$ cat src/rtl/fetch_pkg.sv
// Shared types and constants for the instruction-fetch stage.
package fetch_pkg;

    typedef enum logic [0:0] {
        RUN    = 1'b0,
        HALTED = 1'b1
    } fetch_state_e;

    localparam int          PC_RESET     = 0;
    localparam logic [31:0] BUBBLE_INSTR = 32'h0;
    localparam int          PC_STEP      = 4;

endpackage

$ cat src/rtl/fetch_if.sv
// Fetch-stage bus: EX redirect, hazard/halt controls, instruction memory and IF/ID outputs.
interface fetch_if #(
    parameter int PC_W  = 9,
    parameter int INS_W = 32,
    parameter int CNT_W = 16
) ();
    logic              PcSel;
    logic [31:0]       BrPC;
    logic              stall;
    logic              halt_req;
    logic [INS_W-1:0]  imem_rdata;
    logic [PC_W-1:0]   imem_addr;
    logic [PC_W-1:0]   ifid_pc;
    logic [INS_W-1:0]  ifid_instr;
    logic              ifid_valid;
    logic              halted;
    logic [CNT_W-1:0]  redirect_count;

    // The fetch stage itself
    modport master (
        input  PcSel, BrPC, stall, halt_req, imem_rdata,
        output imem_addr, ifid_pc, ifid_instr, ifid_valid, halted, redirect_count
    );

    // Surrounding pipeline and instruction memory
    modport slave (
        output PcSel, BrPC, stall, halt_req, imem_rdata,
        input  imem_addr, ifid_pc, ifid_instr, ifid_valid, halted, redirect_count
    );
endinterface

$ cat src/rtl/ifid_reg.sv
// IF/ID pipeline register; bubble beats hold, hold beats capture.
module ifid_reg
    import fetch_pkg::*;
#(
    parameter int PC_W  = 9,
    parameter int INS_W = 32
) (
    input  logic             clk,
    input  logic             reset,
    input  logic             i_bubble,
    input  logic             i_hold,
    input  logic [PC_W-1:0]  i_pc,
    input  logic [INS_W-1:0] i_instr,
    output logic [PC_W-1:0]  o_pc,
    output logic [INS_W-1:0] o_instr,
    output logic             o_valid
);
    logic [PC_W-1:0]  r_pc;
    logic [INS_W-1:0] r_instr;
    logic             r_valid;

    always_ff @(posedge clk) begin
        if (reset || i_bubble) begin
            r_pc    <= '0;
            r_instr <= INS_W'(BUBBLE_INSTR);
            r_valid <= 1'b0;
        end else if (!i_hold) begin
            r_pc    <= i_pc;
            r_instr <= i_instr;
            r_valid <= 1'b1;
        end
    end

    assign o_pc    = r_pc;
    assign o_instr = r_instr;
    assign o_valid = r_valid;
endmodule

$ cat src/rtl/fetch_stage.sv
// Instruction-fetch stage: PC register, next-PC selection, RUN/HALTED FSM and redirect counter.
module fetch_stage
    import fetch_pkg::*;
#(
    parameter int PC_W  = 9,
    parameter int INS_W = 32,
    parameter int CNT_W = 16
) (
    input  logic   clk,
    input  logic   reset,
    fetch_if.master bus
);
    logic [PC_W-1:0]  r_pc;
    fetch_state_e     r_state;
    logic [CNT_W-1:0] r_count;

    logic [PC_W-1:0]  w_target;
    logic [PC_W-1:0]  w_pc_next;
    logic             w_freeze;
    logic             w_bubble;
    logic             w_unused_brpc;

    // Only the in-range word address of the target matters
    assign w_target      = {bus.BrPC[PC_W-1:2], 2'b00};
    assign w_unused_brpc = ^{bus.BrPC[31:PC_W], bus.BrPC[1:0]};

    // A pending or active halt freezes fetch unless an older redirect arrives
    assign w_freeze = (r_state == HALTED) || bus.halt_req;
    assign w_bubble = bus.PcSel || w_freeze;

    always_comb begin
        w_pc_next = r_pc + PC_W'(PC_STEP);
        if (bus.PcSel) begin
            w_pc_next = w_target;
        end else if (w_freeze || bus.stall) begin
            w_pc_next = r_pc;
        end
    end

    always_ff @(posedge clk) begin
        if (reset) begin
            r_pc    <= PC_W'(PC_RESET);
            r_state <= RUN;
            r_count <= '0;
        end else begin
            r_pc <= w_pc_next;
            if (bus.PcSel) begin
                r_state <= RUN;
            end else if (bus.halt_req) begin
                r_state <= HALTED;
            end
            if (bus.PcSel && (r_count != {CNT_W{1'b1}})) begin
                r_count <= r_count + 1'b1;
            end
        end
    end

    ifid_reg #(
        .PC_W  (PC_W),
        .INS_W (INS_W)
    ) u_ifid (
        .clk      (clk),
        .reset    (reset),
        .i_bubble (w_bubble),
        .i_hold   (bus.stall),
        .i_pc     (r_pc),
        .i_instr  (bus.imem_rdata),
        .o_pc     (bus.ifid_pc),
        .o_instr  (bus.ifid_instr),
        .o_valid  (bus.ifid_valid)
    );

    assign bus.imem_addr      = r_pc;
    assign bus.halted         = (r_state == HALTED);
    assign bus.redirect_count = r_count;
endmodule

$ cat src/flat_wrapper.sv
// flat-port wrapper written by rule: the top's interface ports become plain ports
module fetch_stage_flat import fetch_pkg::*;
#(
    parameter int PC_W  = 9,
    parameter int INS_W = 32,
    parameter int CNT_W = 16
)
  (clk, reset, bus_PcSel, bus_BrPC, bus_stall, bus_halt_req, bus_imem_rdata, bus_imem_addr, bus_ifid_pc, bus_ifid_instr, bus_ifid_valid, bus_halted, bus_redirect_count);
  fetch_if #(.PC_W(PC_W), .INS_W(INS_W), .CNT_W(CNT_W)) bus_i ();
  input  logic clk;
  input  logic reset;
  input wire logic [$bits(bus_i.PcSel)-1:0] bus_PcSel;
  input wire logic [$bits(bus_i.BrPC)-1:0] bus_BrPC;
  input wire logic [$bits(bus_i.stall)-1:0] bus_stall;
  input wire logic [$bits(bus_i.halt_req)-1:0] bus_halt_req;
  input wire logic [$bits(bus_i.imem_rdata)-1:0] bus_imem_rdata;
  output wire logic [$bits(bus_i.imem_addr)-1:0] bus_imem_addr;
  output wire logic [$bits(bus_i.ifid_pc)-1:0] bus_ifid_pc;
  output wire logic [$bits(bus_i.ifid_instr)-1:0] bus_ifid_instr;
  output wire logic [$bits(bus_i.ifid_valid)-1:0] bus_ifid_valid;
  output wire logic [$bits(bus_i.halted)-1:0] bus_halted;
  output wire logic [$bits(bus_i.redirect_count)-1:0] bus_redirect_count;
  assign bus_i.PcSel = bus_PcSel;
  assign bus_i.BrPC = bus_BrPC;
  assign bus_i.stall = bus_stall;
  assign bus_i.halt_req = bus_halt_req;
  assign bus_i.imem_rdata = bus_imem_rdata;
  assign bus_imem_addr = bus_i.imem_addr;
  assign bus_ifid_pc = bus_i.ifid_pc;
  assign bus_ifid_instr = bus_i.ifid_instr;
  assign bus_ifid_valid = bus_i.ifid_valid;
  assign bus_halted = bus_i.halted;
  assign bus_redirect_count = bus_i.redirect_count;
  fetch_stage #(.PC_W(PC_W), .INS_W(INS_W), .CNT_W(CNT_W)) u_core (.clk(clk), .reset(reset), .bus(bus_i));
endmodule
$ cat config.mk
export PLATFORM = sky130hd
export DESIGN_NAME = fetch_stage_flat
export DESIGN_NICKNAME = d
export VERILOG_FILES = /design/src/rtl/fetch_pkg.sv /design/src/rtl/fetch_if.sv /design/src/rtl/ifid_reg.sv /design/src/rtl/fetch_stage.sv /design/src/flat_wrapper.sv
export SDC_FILE = /design/constraint.sdc
export NUM_CORES = 1
export LEC_CHECK = 0
export ABC_AREA = 1
export CORE_ASPECT_RATIO = 1.1
export CORE_MARGIN = 4
export CORE_UTILIZATION = 40
export CTS_CLUSTER_SIZE = 10
export DETAILED_ROUTE_END_ITERATION = 7
export PLACE_DENSITY = 0.87
export SKIP_CTS_REPAIR_TIMING = 1
export SLEW_MARGIN = 0
export SYNTH_ARGS = -nofsm -noshare
export SYNTH_HDL_FRONTEND = slang
export SYNTH_HIERARCHICAL = 1
export SYNTH_SLANG_ARGS = --single-unit
$ cat constraint.sdc
create_clock -name clk -period 1.8 [get_ports clk]
set_clock_uncertainty 0.1 [all_clocks]
set_input_delay 0.27 -clock clk [delete_from_list [all_inputs] [get_ports clk]]
set_output_delay 0.27 -clock clk [all_outputs]
set_load 0.05 [all_outputs]
==> impl_metrics.json, run 1 <==
{
  "syn_inst": 474,
  "yosysWarnings": 6,
  "cts_tree": "built",
  "slew_viol_final": 0,
  "diodes": 0,
  "rsz0062_at_grt": "no",
  "rows": 33,
  "drt_iter0_markers": 153,
  "vias": 3227,
  "wire_per_inst_um": 11.6,
  "die_x_um": 92.3,
  "setup_viol": 0,
  "wl_um": 8140,
  "path_clk_slew_ns": 0.07,
  "slowest_delay_ns": 0.35,
  "synth_cell_types": 25,
  "area_delta_synth_final_pct": 40.7,
  "p_clk_frac": 0.422,
  "hp-class": "input port to register",
  "cp-start-kind": "register",
  "p_sw_uw": 924,
  "clk_path_buf_depth": 2,
  "grt.total_usage": 0.179,
  "cp.required_ns": 1.91,
  "cts_buffers": 9,
  "setup_tns_ns": 0,
  "start_util": 0.416,
  "drive_gt1_frac": 0.190,
  "netlist_area_um2": 3130,
  "power_density_nw_per_um2": 808,
  "period_share": 0.933,
  "layout_common_cells": "nand2_1 (144), nor2_1 (100), buf_4 (76), dfxtp_1 (64), inv_1 (61)",
  "power_frac_comb": 0.148,
  "power.leakage_nw": 1.99,
  "drc": 0,
  "end_kind": "register",
  "max_freq_mhz": 596,
  "period_needed_ns": 1.68,
  "fin_ws_ns": 0.121,
  "ios": 137,
  "finalPower_mw": 3.55,
  "antenna_found_initial": 1,
  "yosysSeqAreaShare": 0.422,
  "first_pass_iters": 4,
  "coreArea_um2": 7510,
  "antenna_left": 0,
  "crit_slowest_cell": "dfxtp_2",
  "cap_violations": 0,
  "dp_slack_ns": 0.0116,
  "layout_commonest_cell": "nand2_1",
  "p_int_mw": 2.63,
  "crit_path_frequent_cell": "nand2_1",
  "htree_levels": 3,
  "clk_latency_ns": 0.33,
  "dp_hpwl_um": 6130,
  "grt_pass1_wl_um": 13700,
  "die-area_um2": 9300,
  "cts.sinks": 66,
  "vdd_ir_drop_max_uv": 360,
  "p_seq_frac": 0.431,
  "timing_worst_setup_path_type": "register to register",
  "fillers": 702,
  "nets": 661,
  "post-route-util": 0.586,
  "vias_per_cell": 4.61,
  "fin_area_um2": 4400,
  "overflow": 0,
  "cts.root.buffer_cell": "clkbuf_8",
  "grt_max_degree": 66,
  "port_buffers": 109,
  "avgSynthCellArea_um2": 6.60,
  "cp.arrival_ns": 1.79,
  "synth_seq_cells": 66,
  "dpl_cell_area_um2": 4160,
  "first_global_vias": 3078,
  "finalHoldViolations": 0,
  "status": "completed",
  "path_cells": "ha_1 > nand2_1 > nor2_1 > nand2_2 > nor2_2 > nor2_4 > buf_4 > nand2_1 > a21oi_1",
  "path_max_fanout": 7,
  "globalplace.congestion": 0.856,
  "dieHeight_um": 101,
  "p_sw_frac": 0.260
}
[per-layer routing]
metal	share of wire	track usage	up-vias	routed length, µm
li1	-	-	1651	-
met1	0.42	0.217	1426	3450
met2	0.47	0.304	128	3850
met3	0.080	0.0463	20	648
met4	0.021	0.0686	2	167
met5	0.0016	0	-	13
[cells by family after synthesis]
group,count (synthesis),synth area share
AOI/OAI and AO/OA,32,0.0572
xor gates and xnor gates,6,0.0168
and+or+nand+nor,286,0.372
other,1,0.00120
adders and majority gates,2,0.00800
buffers and inverters,81,0.123
DFF,66,0.422
[power by group through the flow]
stage	logic, mW	clock network, mW	registers (mW)
floorplan	0.199	0	1.69
global placement	0.514	0	1.56
detailed placement	0.525	0	1.56
CTS	0.527	1.54	1.53
global route	0.570	1.61	1.54
finish	0.525	1.50	1.53
[path summary, 6_finish.rpt]
kind	slack [ns]	depth (start not counted)	startpoint	to
min	0.32	5	bus_stall	u_core/bus.imem_addr[6]
max reg2reg	0.12	9	u_core/bus.redirect_count[1]	u_core/bus.redirect_count[5]
min reg2reg	0.37	1	u_core/u_ifid/o_valid	u_core/u_ifid/o_valid
max	0.12	9	u_core/bus.redirect_count[1]	u_core/bus.redirect_count[5]
[worst max-delay path: cells and delay by family, from the launching register on]
| kind | cells | cell delay, ns |
|---|---|---|
| adder cells (fa/ha/maj) | 1 | 0.21 |
| flip-flops | 1 | 0.35 |
| AND/OR/NAND/NOR | 6 | 0.68 |
| buffers and inverters | 1 | 0.17 |
| AO/OA/AOI/OAI | 1 | 0.06 |
[flip-flops by register name, indices dropped and copies added, names as in the netlist]
| signal | cells |
|---|---|
| u_core/bus.imem_addr | 7 |
| u_core/u_ifid/o_instr | 32 |
| u_core/u_ifid/o_valid | 1 |
| u_core/u_ifid/o_pc | 9 |
| u_core/bus.redirect_count | 16 |
| u_core/bus.halted | 1 |
[Yosys cell counts]
master | n | area share
nand4_1 | 5 | 0.010
nor3_1 | 4 | 0.0064
buf_2 | 1 | 0.0016
nor2_1 | 100 | 0.12
inv_1 | 61 | 0.073
xnor2_1 | 2 | 0.0056
clkinv_1 | 1 | 0.0012
nand3_1 | 17 | 0.027
nor2_2 | 12 | 0.024
a21oi_1 | 16 | 0.026
o21ai_4 | 1 | 0.0052
nand2_1 | 144 | 0.17
conb_1 | 1 | 0.0012
a31oi_1 | 2 | 0.0040
buf_6 | 6 | 0.022
ha_1 | 2 | 0.0080
nor2_4 | 2 | 0.0072
o21a_1 | 1 | 0.0024
nand2_2 | 2 | 0.0040
o21ai_0 | 11 | 0.018
dfxtp_1 | 66 | 0.42
clkbuf_1 | 3 | 0.0036
buf_4 | 9 | 0.022
xor2_1 | 4 | 0.011
a211oi_1 | 1 | 0.0024
[metrics by stage]
step                      hold WS [ns]  std cells
after floorplan                  0.299        477
after global placement           0.348        684
after detailed placement         0.356        684
after CTS                        0.313        700
after global routing             0.363        700
final                            0.325        700
[layout make-up]
type | instances | area, µm² | share of cell area
multi-input cells | 330 | 1430 | 0.326
flip-flops and latches | 66 | 1320 | 0.301
clock inverters | 6 | 115 | 0.0262
well taps | 105 | 131 | 0.0299
inverters | 62 | 233 | 0.0529
repair buffers | 121 | 1040 | 0.235
clock buffers | 10 | 128 | 0.0290
Power figures use the tool's default switching activity.
==> run 2: changes to the inputs <==
CORE_MARGIN = 8   (was 4)
==> run 2 against run 1 <==
Effect of this change:
- clock power shrank 15%
- critical endpoint is now u_core/bus.redirect_count[4]
- fmax increased by 2.5%
- largest cell class unchanged
- final area down 0.57%
- die area rose by 17%
- highest routed layer is now met4
- sequential cell count stayed put
- final cell count up 0.43%
- count of clock-buffer cells in the layout up 3
- first-iteration DRC count decreased by 15%
- combinational power is 1% higher
==> impl_metrics.json, run 2 (same netlist as run 1, synthesis figures left out) <==
{
  "status": "completed",
  "grt_pass1_wl_um": 14000,
  "largest_reg_flops": 32,
  "htree_levels": 3,
  "grt_max_degree": 66,
  "cp.arrival_ns": 1.75,
  "first_pass_iters": 5,
  "period_needed_ns": 1.64,
  "cts_buffers": 9,
  "clk_latency_ns": 0.33,
  "setup_viol": 0,
  "die-area_um2": 10900,
  "finalPower_mw": 3.33,
  "rsz0062_at_grt": "no",
  "max_freq_mhz": 611,
  "power.leakage_nw": 1.99,
  "cts_tree": "built",
  "cts.sinks": 66,
  "die_x_um": 100,
  "slowest_delay_ns": 0.35,
  "layout_common_cells": "nand2_1 (144), nor2_1 (99), buf_4 (77), dfxtp_1 (64), inv_1 (61)",
  "rows": 34,
  "wire_per_inst_um": 12.4,
  "globalplace.congestion": 0.898,
  "cp-start-kind": "register",
  "path_cells": "ha_1 > nand2_1 > nor2_2 > nand2_2 > nor2_2 > nor2_4 > buf_4 > nand2_1 > a21oi_1",
  "dp_hpwl_um": 6620,
  "clk_path_buf_depth": 2,
  "diodes": 0,
  "rrSetupSlack_ns": 0.16,
  "fillers": 737,
  "grt_util_met3": 0.0581,
  "met2_usage": 0.283,
  "start_util": 0.404,
  "drc": 0,
  "ios": 137,
  "overflow": 0,
  "period_share": 0.910,
  "drt_iter0_markers": 130,
  "finalHoldViolations": 0,
  "timing_worst_setup_path_type": "register to register",
  "hp-class": "input port to register",
  "busiest_layer": "met2",
  "grt.total_usage": 0.159,
  "vias_per_cell": 4.56,
  "cp.required_ns": 1.91,
  "slew_viol_final": 0,
  "setup_tns_ns": 0,
  "coreArea_um2": 7740,
  "post-route-util": 0.565,
  "path_max_fanout": 9,
  "port_buffers": 109,
  "antenna_left": 0,
  "area_delta_synth_final_pct": 39.9,
  "dieHeight_um": 109,
  "cap_violations": 0,
  "crit_slowest_cell": "dfxtp_2",
  "nets": 662,
  "path_clk_slew_ns": 0.07,
  "antenna_found_initial": 0,
  "power_density_nw_per_um2": 762,
  "first_global_vias": 3104,
  "layout_commonest_cell": "nand2_1",
  "drive_gt1_frac": 0.192,
  "wl_um": 8730,
  "vias": 3204,
  "cts.root.buffer_cell": "clkbuf_8",
  "end_kind": "register",
  "grt_util_met1": 0.174,
  "vdd_ir_drop_max_uv": 307
}
## run 2: path summary, 6_finish.rpt
kind	endpoint	start	depth (start not counted)
hold reg to reg	u_core/u_ifid/o_valid	u_core/u_ifid/o_valid	1
setup / recovery	u_core/bus.redirect_count[4]	u_core/bus.redirect_count[1]	9
hold / removal	u_core/bus.imem_addr[6]	bus_stall	5
setup reg to reg	u_core/bus.redirect_count[4]	u_core/bus.redirect_count[1]	9
## run 2: per-stage QoR
step | cell area (µm²) | instances | worst slack (ns) | hold WS [ns]
finish | 4380 | 703 | 0.163 | 0.327
global route | 4380 | 703 | 0.0395 | 0.372
CTS | 4370 | 703 | 0.130 | 0.300
detailed placement | 4170 | 688 | -0.0237 | 0.355
global placement | 4170 | 688 | 0.0357 | 0.348
floorplan | 3140 | 477 | 0.0239 | 0.299
## run 2: layout make-up
cell class | instances | area, µm² | share of cell area
Multi-Input combinational cell | 330 | 1440 | 0.328
Sequential cell | 66 | 1320 | 0.303
Timing Repair Buffer | 122 | 1040 | 0.238
Inverter | 62 | 233 | 0.0532
Clock buffer | 13 | 169 | 0.0386
Tap cell | 108 | 135 | 0.0309
Clock inverter | 2 | 35.0 | 0.00801
## run 2: power by group
group	internal, mW	switching [mW]
registers	1.50	0.0298
clock network	0.745	0.531
logic	0.207	0.323
total	2.45	0.883
## run 2: critical path, delay by kind of cell (launching register included)
| kind | cells | cell delay, ns |
|---|---|---|
| flip-flops | 1 | 0.35 |
| AND/OR/NAND/NOR | 6 | 0.64 |
| buffers and inverters | 1 | 0.16 |
| AO/OA/AOI/OAI | 1 | 0.06 |
| adder cells (fa/ha/maj) | 1 | 0.20 |
## run 2: per-layer routing
layer | share of wire | vias up
met1 | 0.43 | 1435
met3 | 0.087 | 4
met5 | 0 | -
met4 | 0.0039 | 0
met2 | 0.48 | 119
li1 | - | 1646
==> run 3: changes to the inputs <==
GPL_TIMING_DRIVEN = 0   (was not set)
==> run 3 against run 2 <==
Effect of this change:
- routed wire length is 3.6% higher
- critical path depth did not move
- sequential power is essentially flat
- largest cell class unchanged
- sequential cell count unchanged
- fmax fell by 4.5%
- critical path type unchanged
- combinational power is 4% higher
==> impl_metrics.json, run 3 (same netlist as run 1, synthesis figures left out) <==
{
  "antenna_found_initial": 0,
  "place_inst": 694,
  "setup_viol": 0,
  "multi_input_area_um2": 1440,
  "power_frac_comb": 0.160,
  "slowest_delay_ns": 0.39,
  "drc": 0,
  "fin_ws_ns": 0.0858,
  "first_global_vias": 3145,
  "wire_per_inst_um": 12.7,
  "cp.arrival_ns": 1.81,
  "clk_latency_ns": 0.33,
  "path_clk_slew_ns": 0.07,
  "drt_iter0_markers": 166,
  "p_seq_frac": 0.446,
  "diodes": 0,
  "cap_violations": 0,
  "fin_area_um2": 4760,
  "vias_per_cell": 4.56,
  "status": "completed",
  "grt.total_usage": 0.161,
  "dieHeight_um": 109,
  "cts.root.buffer_cell": "clkbuf_8",
  "p_clk_frac": 0.394,
  "fin_cells": 710,
  "period_needed_ns": 1.71,
  "antenna_left": 0,
  "largest_reg_flops": 32,
  "cts_tree": "built",
  "path_max_fanout": 10,
  "overflow": 0,
  "wl_um": 9050,
  "ff_latch_area_um2": 1320,
  "grt_pass1_wl_um": 14200,
  "port_buffers": 109,
  "max_slew_margin": 0.620,
  "finalHoldViolations": 0,
  "setup_tns_ns": 0,
  "post-route-util": 0.615,
  "rows": 34,
  "timing_worst_setup_path_type": "register to register",
  "cp.required_ns": 1.89,
  "power.leakage_nw": 3.04,
  "fillers": 666,
  "clk_path_buf_depth": 2,
  "dp_hpwl_um": 6700,
  "layout_common_cells": "nand2_1 (144), nor2_1 (99), dlymetal6s2s_1 (66), dfxtp_1 (64), inv_1 (61)",
  "period_share": 0.952,
  "vdd_ir_drop_max_uv": 338,
  "cp-start-kind": "register",
  "finalPower_mw": 3.43,
  "area_delta_synth_final_pct": 52.2,
  "vias": 3237,
  "ios": 137,
  "slew_viol_final": 0,
  "nets": 668,
  "die-area_um2": 10900,
  "cts_buffers": 9,
  "p_sw_uw": 925,
  "timing.hold.ws_ns": 0.364,
  "p_sw_frac": 0.270,
  "start_util": 0.404,
  "coreArea_um2": 7740,
  "first_pass_iters": 5,
  "crit_buf_inv": 1,
  "power_density_nw_per_um2": 721,
  "grt_max_degree": 13,
  "htree_levels": 3,
  "hp-class": "register to register",
  "globalplace.congestion": 0.887,
  "path_cells": "ha_2 > nand2_1 > nor2_2 > nand2_2 > nor2_4 > nor2_4 > buf_6 > nand2_1 > a21oi_1",
  "crit_slowest_cell": "dfxtp_2",
  "end_kind": "register",
  "dp_slack_ns": -0.163,
  "dpl_cell_area_um2": 4370,
  "max_freq_mhz": 583,
  "die_x_um": 100,
  "crit_family": "simple AND/OR/NAND/NOR gates",
  "layout_commonest_cell": "nand2_1",
  "p_int_mw": 2.51,
  "cts.sinks": 66,
  "worst_pin_slew_ns": 0.569,
  "drive_gt1_frac": 0.0864
}
[run 3: cell count changes in the layout (fill, tap and decap cells not counted), moves of 2 or more]
cell            before  now
buf_12               2    0
buf_4               77    9
buf_6                0    6
clkbuf_1             1    4
clkbuf_8            12    9
dlymetal6s2s_1       0   66
[run 3: final timing paths]
path                                 from  slack (ns)  cells past startpoint                           end
max          u_core/bus.redirect_count[0]        0.09                      9  u_core/bus.redirect_count[3]
min                 u_core/u_ifid/o_valid        0.36                      1         u_core/u_ifid/o_valid
min reg2reg         u_core/u_ifid/o_valid        0.36                      1         u_core/u_ifid/o_valid
max reg2reg  u_core/bus.redirect_count[0]        0.09                      9  u_core/bus.redirect_count[3]
[run 3: power by group through the flow]
stage	Sequential [mW]	Combinational (mW)	Clock, mW
after floorplan	1.69	0.199	0
after global placement	1.56	0.542	0
after detailed placement	1.57	0.550	0
after CTS	1.53	0.552	1.39
after global routing	1.54	0.595	1.46
final	1.53	0.549	1.35
[run 3: layout make-up]
cell class | instances | area share
Sequential cell | 66 | 0.278
Clock inverter | 6 | 0.0189
Tap cell | 108 | 0.0284
Inverter | 62 | 0.0489
Buffer | 19 | 0.0318
Timing Repair Buffer | 109 | 0.264
Multi-Input combinational cell | 330 | 0.303
Clock buffer | 10 | 0.0268
[run 3: layer usage]
metal | part of all wire | track usage | up-vias
met4 | 0.0082 | 0.0497 | 0
met1 | 0.44 | 0.183 | 1442
met3 | 0.071 | 0.0562 | 7
met2 | 0.48 | 0.276 | 119
li1 | - | - | 1669
met5 | 0 | 0 | -
[run 3: worst reg2reg max path: cells and delay by family (launching register included)]
kind | cells | cell delay [ns]
buffers and inverters | 1 | 0.16
adders and majority gates | 1 | 0.22
AOI/OAI and AO/OA | 1 | 0.07
and+or+nand+nor | 6 | 0.66
DFF | 1 | 0.39
